## src/rtl/parity_frame_deserializer_pkg.sv

```systemverilog
// Shared serial-frame constants: frame length, output-FSM encoding and frame layout.
package parity_frame_deserializer_pkg;

  localparam int unsigned FRAME_LEN = 4;
  localparam int unsigned BIT_CNT_W = $clog2(FRAME_LEN);
  localparam int unsigned DATA_BITS = FRAME_LEN - 1;

  typedef enum logic {
    ST_EMPTY = 1'b0,
    ST_FULL  = 1'b1
  } frame_state_e;

  // First received bit sits in the LSB.
  typedef struct packed {
    logic p;
    logic z;
    logic y;
    logic x;
  } frame_t;

endpackage

```

## src/rtl/parity_frame_deserializer_parity.sv

```systemverilog
// 4-bit even-parity checker: odd_c is high when the word holds an odd number of ones.
module parity_frame_deserializer_parity
  import parity_frame_deserializer_pkg::*;
(
  input  logic [FRAME_LEN-1:0] data,
  output logic                 odd_c
);

  assign odd_c = ^data;

endmodule

```

## src/rtl/parity_frame_deserializer.sv

```systemverilog
// Collects 4-bit serial frames (X,Y,Z,P), presents them with a valid/ready handshake,
// flags parity errors, counts odd-parity frames and records dropped frames.
module parity_frame_deserializer
  import parity_frame_deserializer_pkg::*;
#(
  parameter int unsigned ERR_CNT_W = 8
) (
  input  logic                 Clk,
  input  logic                 Reset,
  input  logic                 Serial_In,
  input  logic                 In_Valid,
  input  logic                 Frame_Ready,
  output logic                 X,
  output logic                 Y,
  output logic                 Z,
  output logic                 P,
  output logic                 Frame_Valid,
  output logic                 Parity_Err,
  output logic                 Overrun,
  output logic [ERR_CNT_W-1:0] Err_Count
);

  localparam logic [BIT_CNT_W-1:0] LAST_BIT = BIT_CNT_W'(FRAME_LEN - 1);
  localparam logic [ERR_CNT_W-1:0] ERR_MAX  = '1;

  logic [BIT_CNT_W-1:0] bit_cnt;
  logic [DATA_BITS-1:0] data_q;
  frame_state_e         state;
  frame_state_e         state_next;
  frame_t               frame_q;
  frame_t               frame_c;
  logic                 parity_c;
  logic                 frame_done_c;
  logic                 load_c;
  logic                 drop_c;

  // Incoming word: three shifted-in bits plus the bit being sampled now as P.
  assign frame_c      = frame_t'({Serial_In, data_q});
  assign frame_done_c = In_Valid && (bit_cnt == LAST_BIT);

  parity_frame_deserializer_parity u_parity (
    .data  (frame_c),
    .odd_c (parity_c)
  );

  // Bit position and shift register; first bit ends up in data_q[0].
  always_ff @(posedge Clk) begin
    if (Reset) begin
      bit_cnt <= '0;
      data_q  <= '0;
    end else if (In_Valid) begin
      bit_cnt <= bit_cnt + BIT_CNT_W'(1);
      data_q  <= {Serial_In, data_q[DATA_BITS-1:1]};
    end
  end

  always_ff @(posedge Clk) begin
    if (Reset) begin
      state <= ST_EMPTY;
    end else begin
      state <= state_next;
    end
  end

  // A completed frame loads if the slot is empty or being consumed this edge.
  always_comb begin
    state_next = state;
    load_c     = 1'b0;
    drop_c     = 1'b0;
    case (state)
      ST_EMPTY: begin
        if (frame_done_c) begin
          load_c     = 1'b1;
          state_next = ST_FULL;
        end
      end
      ST_FULL: begin
        if (frame_done_c) begin
          if (Frame_Ready) begin
            load_c = 1'b1;
          end else begin
            drop_c = 1'b1;
          end
        end else if (Frame_Ready) begin
          state_next = ST_EMPTY;
        end
      end
    endcase
  end

  always_ff @(posedge Clk) begin
    if (Reset) begin
      frame_q    <= '0;
      Parity_Err <= 1'b0;
      Overrun    <= 1'b0;
      Err_Count  <= '0;
    end else begin
      if (load_c) begin
        frame_q    <= frame_c;
        Parity_Err <= parity_c;
        if (parity_c && (Err_Count != ERR_MAX)) begin
          Err_Count <= Err_Count + ERR_CNT_W'(1);
        end
      end
      if (drop_c) begin
        Overrun <= 1'b1;
      end
    end
  end

  assign X           = frame_q.x;
  assign Y           = frame_q.y;
  assign Z           = frame_q.z;
  assign P           = frame_q.p;
  assign Frame_Valid = (state == ST_FULL);

endmodule

```

## config.mk

```make
export PLATFORM = sky130hd
export DESIGN_NAME = parity_frame_deserializer
export DESIGN_NICKNAME = d
export VERILOG_FILES = /design/src/rtl/parity_frame_deserializer_pkg.sv /design/src/rtl/parity_frame_deserializer_parity.sv /design/src/rtl/parity_frame_deserializer.sv
export SDC_FILE = /design/constraint.sdc
export NUM_CORES = 1
export LEC_CHECK = 0
export CELL_PAD_IN_SITES_DETAIL_PLACEMENT = 2
export CELL_PAD_IN_SITES_GLOBAL_PLACEMENT = 2
export CORE_MARGIN = 4
export CORE_UTILIZATION = 31
export CTS_CLUSTER_DIAMETER = 80
export DETAILED_ROUTE_END_ITERATION = 7
export PLACE_DENSITY_LB_ADDON = 0.1
export REMOVE_ABC_BUFFERS = 1
export SKIP_LAST_GASP = 1
export SYNTH_ARGS = -nofsm -noshare
export SYNTH_HDL_FRONTEND = slang
export SYNTH_SLANG_ARGS = --single-unit
```

## constraint.sdc

```tcl
create_clock -name Clk -period 4.9 [get_ports Clk]
set_input_delay 0.98 -clock Clk [delete_from_list [all_inputs] [get_ports Clk]]
set_output_delay 0.98 -clock Clk [all_outputs]
set_load 0.005 [all_outputs]
```

### Word-level counts from Yosys, hierarchy flattened

Cells that the tools add are included.

* output and inout port bits: 15
* bits in registers: 20
* logic and storage cells: 28
* input port bits: 5

* bitwise logic cells: 1
* $add $sub $neg: 2
* reductions and logical operators: 4
* eq/ne operators: 2
* muxes and demuxes: 9

Operators by type and width (number)
* adder 8 x 1 -> 8 bit (second input constant): 1
* != test 8 bit (second input constant): 1
* two-way mux 1 bit: 7
* case mux 1 bit (2 select lines): 2
* XOR reduction 4 bit: 1
* adder 2 x 1 -> 2 bit (second input constant): 1
* equality test 2 bit (second input constant): 1
* logical AND 1 bit: 2
* AND reduction 2 bit: 1
* NOT 1 bit: 1

### Longest topological paths before layout

Gate-level depths: netlist of the first run.

* depth in word-level cells: 5
* gate-level depth with buffers: 6

### Cells and area by module

From an unflattened synthesis of the first run, not the netlist that was laid out.

* cells, all modules: 97
* area, all modules: 953.4 µm²

By module, submodules not included
* parity_frame_deserializer: times used 1, area each 927.1 µm², seq. area each 400.4 µm², cells an instance 94
* parity_frame_deserializer_parity: times used 1, area each 26.3 µm², seq. area each 0.0 µm², cells an instance 3

### Worst setup path after synthesis of the first run

No wires, ideal clock.

* path kind: input to register
* from: input port Serial_In
* to: register Err_Count[5]
* path buffers: 1
* required time: 4.779 ns
* cell stages on the path: 5
* data arrival time: 2.106 ns
* setup slack: 2.673 ns
* cell sequence: xnor2_1 -> xor2_1 -> buf_6 -> nor4_1 -> mux2_2

* longest elaborated chain between the ends: 3

RTL lines
* start, declared: line parity_frame_deserializer.sv:10 `input logic Serial_In,`
* XOR reduction 4 bit: line parity_frame_deserializer_parity.sv:9 `assign odd_c = ^data;`
* logical AND 1 bit: line parity_frame_deserializer.sv:101 `if (parity_c && (Err_Count != ERR_MAX)) begin`
* AND reduction 2 bit (no source line)
* end signal, assigned: line parity_frame_deserializer.sv:102 `Err_Count <= Err_Count + ERR_CNT_W'(1);`
* end, declared: line parity_frame_deserializer.sv:20 `output logic [ERR_CNT_W-1:0] Err_Count`

No other way between the ends.
A chain may end at the register's enable or synchronous reset.

### Worst setup path in the final report of the first run

* from: input port In_Valid
* to: register Err_Count[4]

* longest elaborated chain between the ends: 4

RTL lines
* start, declared: line parity_frame_deserializer.sv:11 `input logic In_Valid,`
* logical AND 1 bit (*): line parity_frame_deserializer.sv:39 `assign frame_done_c = In_Valid && (bit_cnt == LAST_BIT);`
* two-way mux 1 bit (on tied branches): line parity_frame_deserializer.sv:78, parity_frame_deserializer.sv:72
* case mux 1 bit (2 select lines) (*): line parity_frame_deserializer.sv:70 `case (state)`
* AND reduction 2 bit (no source line) (*)

Every way passes the cells marked *; elsewhere a longest branch is shown, timed or not.

==> results of run 1 <==
-- synthesized netlist by cell type --
master,count
dfxtp_1,20
and3_1,1
nand4_1,1
a211oi_1,2
a31oi_1,2
xnor2_1,3
mux2_2,1
nand2b_1,1
o211ai_1,1
ha_1,2
or3_1,1
xor2_1,2
a21oi_1,7
a311oi_1,1
nand3_1,4
nor2_2,1
and2_1,1
o31ai_1,3
mux2i_1,8
nand2_1,3
nor4_1,1
buf_6,1
and4b_1,1
clkbuf_1,3
nor2b_1,2
or3b_1,1
or4_1,3
nor2_1,14
inv_1,1
buf_2,1
o21ai_0,2
-- metrics by stage --
stage | total power, mW | hold slack (ps) | setup WS (ps) | cells
3_5_place_dp | 0.198 | 490 | 1870 | 140
5_1_grt | 0.308 | 531 | 2110 | 144
6_report | 0.290 | 512 | 2220 | 144
2_1_floorplan | 0.185 | 460 | 2700 | 90
4_1_cts | 0.296 | 515 | 2210 | 144
3_3_place_gp | 0.196 | 459 | 1960 | 140
-- final timing paths --
| path | startpoint | to | slack [ps] | cells after the start |
|---|---|---|---|---|
| setup / recovery | In_Valid | Err_Count[4] | 2220 | 5 |
| hold / removal | Y | Y | 510 | 2 |
| setup reg to reg | Err_Count[0] | Err_Count[5] | 2970 | 5 |
| hold reg to reg | Y | Y | 510 | 2 |
-- metal layers --
| layer | GRT usage [%] | part of all wire (%) | vias up |
|---|---|---|---|
| li1 | - | - | 379 |
| met1 | 16.6 | 50 | 368 |
| met2 | 22.1 | 45 | 15 |
| met3 | 3.77 | 4.0 | 2 |
| met4 | 3.94 | 0.77 | 0 |
| met5 | 0 | 0 | - |
-- logic make-up after synthesis --
logic type,count (synthesis),synth area share (%)
adder cells (fa/ha/maj),2,2.83
multiplexers,9,10.3
buffers and inverters,6,3.53
flip-flops,20,45.3
XOR/XNOR,5,4.95
AO/OA/AOI/OAI,18,12.6
AND/OR/NAND/NOR,35,20.5
-- flip-flops by register name (all words and copies together) (netlist names) --
register     flops
Parity_Err       1
X                1
Err_Count        8
bit_cnt          2
Y                1
data_q           3
Overrun          1
Frame_Valid      1
P                1
Z                1
-- power groups by stage --
stage	clock network [mW]	logic, mW	registers [mW]
floorplan	0	0.0134	0.171
detailed placement	0	0.0258	0.172
finish	0.0964	0.0254	0.168
CTS	0.101	0.0262	0.168
global route	0.111	0.0283	0.169
global placement	0	0.0243	0.172
-- layout make-up --
class	count	area [sq um]	area share [%]
Tap cell	31	38.8	3.46
Multi-Input combinational cell	69	453	40.4
Timing Repair Buffer	19	190	16.9
Clock buffer	4	36.3	3.23
Inverter	1	3.75	0.334
Sequential cell	20	400	35.7
-- tightest hold or removal path, stage by stage, from the launching register on --
cell     delay [ps]
dfxtp_1         350
mux2i_1          70
nor2_1           70
-- cell usage in the layout, fill, tap and decap left out, drive strengths merged --
cell type      synthesis  layout
nand3                  4       4
nor2b                  2       2
and4b                  1       1
and3                   1       1
o211ai                 1       1
clkbuf                 3       4
nand2b                 1       1
nand2                  3       3
and2                   1       1
dfxtp                 20      20
a21oi                  7       7
a211oi                 2       2
clkdlybuf4s50          0      19
a31oi                  2       2
nor4                   1       1
or3                    1       1
ha                     2       2
xor2                   2       2
nand4                  1       1
mux2i                  8       8
nor2                  15      15
o21ai                  2       2
or3b                   1       1
inv                    1       1
a311oi                 1       1
o31ai                  3       3
xnor2                  3       3
or4                    3       3
mux2                   1       1
==> metrics, run 1 <==
cell area after layout=0.00112 sq mm; core region area=0.00273 sq mm; CTS sink cnt=20; Internal=0.221 mW; wire length of the first global-routing pass=3650 microns; number of inserted filler cells in the final layout=316; number of nets in the finished design=121; portion of total power attributed to the clock network=33.3%; number of instances resized during post-cts repair=0; Comb power frac=8.8%; proportion of netlist area held by the largest area contributor=45.3%; first-pass detailed-route iteration total=2; final setup skew=1.10 ps; Hold Buf Count CTS=0; H-tree levels=1; largest cells by area after synthesis=dfxtp_1, mux2i_1, nor2_1; initial antenna violation count=0; number of antenna repair diodes=0; grt ovf=0; starting density of the core=32.4%; post-detailed-route via-to-cell ratio=5.31; Clk Tree Root Cell=clkbuf_4; routability-driven placement congestion ratio=0.691; Hold/Removal Path Class=reg -> reg; CP peak stage delay=690 ps; share of the clock period used by the worst path=54.7%; relative contribution of sequential cells to total power=58.0%; worst supply voltage drop on vdd=0.136 mV; buffer depth of the longest clock path=2; Sw Ratio=23.8%; final setup vio count=0; status=finished, final reports clean; clock transition time at the flip-flop clock pins of the worst setup and hold paths=110 ps; sum of buffers and inverters on the critical path=1; count of state elements after synthesis=20; signed area change from the synthesized netlist to the final layout=26.9%; biggest area consumer among synthesized cells=dfxtp_1; CTS tree=done; Arrival @ worst endpoint=2910 ps; count of yosys warnings during synthesis=0; Final Routed Wirelength=2220 microns; Synth Area per Inst=9.31 sq um; number of buffers inserted during clock tree synthesis=3; largest net degree at the start of global routing=22; number of buffers added for setup after CTS=0; cell breakdown of the critical path=clkdlybuf4s50_1, and2_1, o211ai_1, or4_1, a21oi_1; Area after DPL=0.00109 sq mm; ratio of cells with drive above 1 in the final layout=5.31%; input/output buffers=19; aggregate global-route resource usage=13.2%; maximum fanout along the worst path=11; category of the most critical setup path=in -> reg; slew at the pin closest to its max-slew limit=792 ps; total die area=0.00377 sq mm; number of global-route vias before repair=817; total via count in the routed design=764; area of the mapped netlist=885 sq um; post-route setup TNS=0 ps; drt initial violations=28; horizontal die dimension=61.4 microns; post-layout util=41.1%; unrepaired setup endpoints after global routing=false; Leak=0.386 nW; kind of end point of the critical path=register; number of pins exceeding their max-slew limit in the final report=0; io pins=20; proportion of synthesized chip area in sequential cells=45.3%; final critical delay including setup and external delays=2680 ps; DRC errors left=0; launching element type of the critical path=primary input; slowest stage cell on the critical path=clkdlybuf4s50_1; hold violation count in the final report=0; chip height=61.4 microns; detailed-route wire length per cell=15.4 microns; worst slew margin relative to its limit=47.0%; post-detail-place hpwl=1620 microns; number of antenna-violating nets in the routed design=0; Req. time, crit path=5120 ps; Net Switching=0.0689 mW; clock latency of the later-clocked register in the worst-skew pair=300 ps; CP delay by family, top=simple AND/OR/NAND/NOR gates; Power Density=258 mW/mm^2; number of placement rows=19; Synth cell types=31; max-cap violation count=0; top achievable clock speed=0.373 GHz; gate count of the mapped netlist=95
Power figures use the tool's default switching activity.
==> run 2: changes to the inputs <==
CORE_UTILIZATION = 26   (was 31)
clock period = 2.44 ns   (was 4.9 ns; I/O delays follow)
==> run 2 against run 1 <==
  * Routed wire length down 0.18%
  * Combinational power up 130%
  * Clock-buffer cell count down 1
  * Sequential power up 100%
  * Sequential share of layout area down 1.9 points
==> metrics, run 2 (synthesized netlist as in run 1, its figures left out) <==
status=finished, final reports clean (unchanged); unrepaired setup endpoints after global routing=false (unchanged); Area after DPL=0.00113 sq mm (was 0.00109 sq mm); worst supply voltage drop on vdd=0.194 mV (was 0.136 mV); Hold/Removal Path Class=reg -> reg (unchanged); kind of end point of the critical path=register (unchanged); signed area change from the synthesized netlist to the final layout=33.9% (was 26.9%); smallest hold slack=485 ps (was 512 ps); Leak=0.412 nW (was 0.386 nW); Regs by FF count=Err_Count (8), data_q (3), bit_cnt (2) (unchanged); Hold Buf Count CTS=0 (unchanged); detailed-route wire length per cell=13.8 microns (was 15.4 microns); launching element type of the critical path=primary input (unchanged); io pins=20 (unchanged); number of pins exceeding their max-slew limit in the final report=0 (unchanged); hold violation count in the final report=0 (unchanged); max-cap violation count=0 (unchanged); final critical delay including setup and external delays=1960 ps; starting density of the core=28.1% (was 32.4%); post-route setup TNS=0 ps (unchanged); CTS tree=done (unchanged); core region area=0.00315 sq mm (was 0.00273 sq mm); post-detail-place hpwl=1700 microns (was 1620 microns); Arrival @ worst endpoint=2220 ps (was 2910 ps); post-route insts no fill=161 (was 144); cell breakdown of the critical path=clkdlybuf4s50_1, xnor2_1, xor2_1, buf_4, or4_1, a21oi_1 (was clkdlybuf4s50_1, and2_1, o211ai_1, or4_1, a21oi_1); share of the clock period used by the worst path=80.4%; Reg with most FFs=Err_Count (unchanged); total die area=0.00440 sq mm (was 0.00377 sq mm); top achievable clock speed=0.510 GHz; final setup skew=15.7 ps (was 1.10 ps); Setup WS pre-CTS=117 ps (was 1870 ps); routability-driven placement congestion ratio=0.727 (was 0.691); Power Density=568 mW/mm^2 (was 258 mW/mm^2); post-detailed-route via-to-cell ratio=4.88 (was 5.31); final setup vio count=0 (unchanged); most common cell after layout, fill and taps aside=dfxtp_1 (unchanged); number of global-route vias before repair=895 (was 817); horizontal die dimension=66.3 microns (was 61.4 microns); number of antenna-violating nets in the routed design=0 (unchanged); input/output buffers=19 (unchanged); chip height=66.3 microns (was 61.4 microns); Comb power frac=8.7% (was 8.8%); commonest cells after routing, fill and taps aside=dfxtp_1, clkdlybuf4s50_1, nor2_1 (unchanged); first-pass detailed-route iteration total=4 (was 2); number of inserted filler cells in the final layout=365 (was 316); Net Switching=0.147 mW (was 0.0689 mW); CP peak stage delay=510 ps (was 690 ps); portion of total power attributed to the clock network=41.1% (was 33.3%); post-layout util=37.6% (was 41.1%); largest net degree at the start of global routing=14 (was 22); grt ovf=0 (unchanged); DRC errors left=0 (unchanged); Final Routed Wirelength=2220 microns (about the same); number of buffers inserted during clock tree synthesis=3 (unchanged); wire length of the first global-routing pass=3900 microns (was 3650 microns); drt initial violations=33 (was 28); Req. time, crit path=2700 ps (was 5120 ps); number of buffers added for setup after CTS=0 (unchanged); number of placement rows=20 (was 19); maximum fanout along the worst path=7 (was 11); slowest stage cell on the critical path=clkdlybuf4s50_1 (unchanged); Post-Place Cells=157 (was 140); max FFs per register=8 (unchanged); initial antenna violation count=0 (unchanged); number of antenna repair diodes=0 (unchanged); buffer depth of the longest clock path=2 (unchanged); worst setup margin=478 ps (was 2220 ps); Internal=0.526 mW (was 0.221 mW); Clk Tree Root Cell=clkbuf_4 (unchanged); category of the most critical setup path=in -> reg (unchanged); total via count in the routed design=785 (was 764); CTS sink cnt=20 (unchanged); number of instances resized during post-cts repair=0 (unchanged); total power=0.673 mW (was 0.290 mW); H-tree levels=1 (unchanged); aggregate global-route resource usage=11.5% (was 13.2%); ratio of cells with drive above 1 in the final layout=8.55% (was 5.31%); Sw Ratio=21.9% (was 23.8%); number of nets in the finished design=125 (was 121); clock latency of the later-clocked register in the worst-skew pair=310 ps (was 300 ps); worst slew margin relative to its limit=52.9% (was 47.0%); clock transition time at the flip-flop clock pins of the worst setup and hold paths=130 ps (was 110 ps); cell area after layout=0.00118 sq mm (was 0.00112 sq mm); relative contribution of sequential cells to total power=50.1% (was 58.0%); slew at the pin closest to its max-slew limit=704 ps (was 792 ps)
==> run 2: power by group through the flow <==
stage	logic [mW]	registers [mW]	clock network (mW)
after CTS	0.0605	0.338	0.288
after floorplan	0.0268	0.344	0
after global placement	0.0573	0.345	0
final	0.0588	0.338	0.277
after global routing	0.0669	0.339	0.307
after detailed placement	0.0601	0.345	0
==> run 2: area by class of cell <==
class | instances | area, sq um | share of cell area, %
Clock buffer | 3 | 22.5 | 1.90
Clock inverter | 1 | 30.0 | 2.53
Inverter | 1 | 3.75 | 0.317
Multi-Input combinational cell | 69 | 453 | 38.2
Sequential cell | 20 | 400 | 33.8
Tap cell | 44 | 55.1 | 4.65
Timing Repair Buffer | 23 | 220 | 18.6
==> run 2: worst paths after layout <==
| kind | depth (start not counted) | end | startpoint | slack (ps) |
|---|---|---|---|---|
| setup / recovery | 6 | Err_Count[2] | Serial_In | 480 |
| hold / removal | 2 | Overrun | Overrun | 480 |
| setup reg to reg | 5 | Err_Count[5] | Err_Count[0] | 620 |
| hold reg to reg | 2 | Overrun | Overrun | 480 |
==> run 2: layer usage <==
layer  global-route usage, %  wire (microns)  vias up
met2                    21.8            1170       12
met4                    4.57              15        0
li1                        -               -      385
met5                       0               0        -
met3                    2.04              63        2
met1                    12.4             970      386
==> run 2: worst max-delay path: cells and delay by family <==
kind	cells	cell delay, ps
AOI/OAI and AO/OA	1	160
xor gates and xnor gates	2	380
and+or+nand+nor	1	470
buffers and inverters	2	720
==> run 3: changes to the inputs <==
clock period = 1.75 ns   (was 2.44 ns; I/O delays follow)
==> run 3 against run 2 <==
  * Clock skew down 14 ps
  * Register-to-register slack worse by 530 ps
  * Highest routed layer unchanged
  * Hold slack worse by 68 ps
  * Core utilization up 6.7 points
  * Global-route usage up 1.1 points
  * Routed wire length up 12%
  * Via count up 5.5%
==> metrics, run 3 (synthesized netlist as in run 1, its figures left out) <==
Final Routed Wirelength=2490 microns (was 2220 microns); drt initial violations=26 (was 33); Reg with most FFs=Err_Count (unchanged); number of pins exceeding their max-slew limit in the final report=0 (unchanged); Req. time, crit path=2000 ps (was 2700 ps); Hold/Removal Path Class=in -> reg (was reg -> reg); CP delay by family, top=buffers and inverters (unchanged); CTS tree=done (unchanged); post-route insts no fill=176 (was 161); worst slew margin relative to its limit=79.0% (was 52.9%); final setup skew=1.49 ps (was 15.7 ps); ratio of cells with drive above 1 in the final layout=31.1% (was 8.55%); Power Density=692 mW/mm^2 (was 568 mW/mm^2); aggregate global-route resource usage=12.6% (was 11.5%); grt ovf=0 (unchanged); io pins=20 (unchanged); slowest stage cell on the critical path=clkdlybuf4s50_1 (unchanged); r2r worst-path depth=6 (was 5); max FFs per register=8 (unchanged); kind of end point of the critical path=register (unchanged); category of the most critical setup path=in -> reg (unchanged); core region area=0.00315 sq mm (unchanged); Worst R2R Start=bit_cnt[0] (was Err_Count[0]); total via count in the routed design=828 (was 785); number of placement rows=20 (unchanged); slack of the worst reg-to-reg path=90 ps (was 620 ps); number of buffers inserted during clock tree synthesis=3 (unchanged); total power=0.967 mW (was 0.673 mW); hold violation count in the final report=0 (unchanged); first-pass detailed-route iteration total=4 (unchanged); number of antenna repair diodes=0 (unchanged); cell breakdown of the critical path=clkdlybuf4s50_1, and2_4, o211ai_1, buf_4, or4_1, a21oi_1 (was clkdlybuf4s50_1, xnor2_1, xor2_1, buf_4, or4_1, a21oi_1); worst-case hold path end point=data_q[2] (was Overrun); share of the clock period used by the worst path=95.4%; launching element type of the critical path=primary input (unchanged); chip height=66.3 microns (unchanged); smallest hold slack=417 ps (was 485 ps); Arrival @ worst endpoint=1920 ps (was 2220 ps); worst supply voltage drop on vdd=0.289 mV (was 0.194 mV); top achievable clock speed=0.599 GHz; signed area change from the synthesized netlist to the final layout=58.0% (was 33.9%); post-detailed-route via-to-cell ratio=4.70 (was 4.88); launch instance of the worst min-delay path=Serial_In (was Overrun); max-cap violation count=0 (unchanged); H-tree levels=1 (unchanged); commonest cells after routing, fill and taps aside=clkdlybuf4s50_1, buf_4, nor2_1 (was dfxtp_1, clkdlybuf4s50_1, nor2_1); DRC errors left=0 (unchanged); final setup vio count=0 (unchanged); status=finished, final reports clean (unchanged); initial antenna violation count=0 (unchanged); routability-driven placement congestion ratio=0.676 (was 0.727); Leak=0.506 nW (was 0.412 nW); Clk Tree Root Cell=clkbuf_4 (unchanged); buffer depth of the longest clock path=2 (unchanged); maximum fanout along the worst path=5 (was 7); clock latency of the later-clocked register in the worst-skew pair=300 ps (was 310 ps); Hold Buf Count CTS=0 (unchanged); number of antenna-violating nets in the routed design=0 (unchanged); detailed-route wire length per cell=14.1 microns (was 13.8 microns); number of nets in the finished design=140 (was 125); number of cells on the worst hold path=3 (was 2); largest net degree at the start of global routing=13 (was 14); starting density of the core=28.1% (unchanged); CP peak stage delay=490 ps (was 510 ps); total die area=0.00440 sq mm (unchanged); CTS sink cnt=20 (unchanged); post-layout util=44.3% (was 37.6%); final critical delay including setup and external delays=1670 ps; clock transition time at the flip-flop clock pins of the worst setup and hold paths=120 ps (was 130 ps); sum of buffers and inverters on the critical path=2 (unchanged); Post-Place Cells=169 (was 157); number of global-route vias before repair=884 (was 895); input/output buffers=19 (unchanged); wire length of the first global-routing pass=4160 microns (was 3900 microns); Regs by FF count=Err_Count (8), data_q (3), bit_cnt (2) (unchanged); slew at the pin closest to its max-slew limit=313 ps (was 704 ps); end of the worst register-to-register path=Err_Count[4] (was Err_Count[5]); post-detail-place hpwl=1850 microns (was 1700 microns); horizontal die dimension=66.3 microns (unchanged)
[run 3: cell types whose count changed in the layout (fill, tap and decap cells not counted), sizes merged]
cell | before | now
clkdlybuf4s50 | 19 | 18
dlymetal6s2s | 0 | 1
buf | 4 | 19
[run 3: worst reg2reg max path: cells and delay by family (launching register included)]
kind                     cells  cell delay, ps
adder cells (fa/ha/maj)      1             170
AO/OA/AOI/OAI                2             280
flip-flops                   1             360
AND/OR/NAND/NOR              2             600
buffers and inverters        1             190
[run 3: power breakdown]
part	switching, mW	leakage [nW]	total, mW	internal, mW
sequential	0.00818	0.166	0.471	0.463
combinational	0.0536	0.312	0.110	0.0559
clock	0.154	0.0279	0.386	0.231
total	0.216	0.506	0.967	0.750
[run 3: per-stage QoR]
stage          area, sq um  TNS [ps]  setup WS [ps]
3_5_place_dp          1230     -2730           -419
6_report              1400         0           79.8
2_1_floorplan          857         0            162
4_1_cts               1310         0           26.1
3_3_place_gp          1230     -1980           -352
5_1_grt               1400     -23.4          -20.5
[run 3: worst max-delay path by stage]
| stage | start | end | slack [ps] | depth (start not counted) |
|---|---|---|---|---|
| 3_3_place_gp | Serial_In | Err_Count[5] | -350 | 5 |
| 2_1_floorplan | data_q[1] | Err_Count[5] | 160 | 4 |
| 3_5_place_dp | Serial_In | Err_Count[1] | -420 | 6 |
| 4_1_cts | Serial_In | Err_Count[5] | 30 | 5 |
| 6_report | In_Valid | Err_Count[4] | 80 | 6 |
| 5_1_grt | bit_cnt[0] | Err_Count[3] | -20 | 6 |
[run 3: layer usage]
metal  routed length [microns]  GRT usage [%]
met5                         0              0
met4                        43           6.09
met3                        84           3.23
met2                      1260           22.1
met1                      1100           14.0
[run 3: what timing repair did]
| action | CTS | global route |
|---|---|---|
| setup endpoints to repair | 5 | 8 |
| endpoints found under the hold margin | 0 | 0 |
| pin swaps | 0 | 4 |
| gates resized for setup | 3 | 19 |
| buffers inserted | 0 | 3 |
[run 3: area by class of cell]
cell class                      count  area, sq um
Clock inverter                      1         30.0
Fill cell                         361         1760
Timing Repair Buffer               38          348
Tap cell                           44         55.1
Inverter                            1         3.75
Clock buffer                        3         22.5
Multi-Input combinational cell     69          526
Sequential cell                    20          413
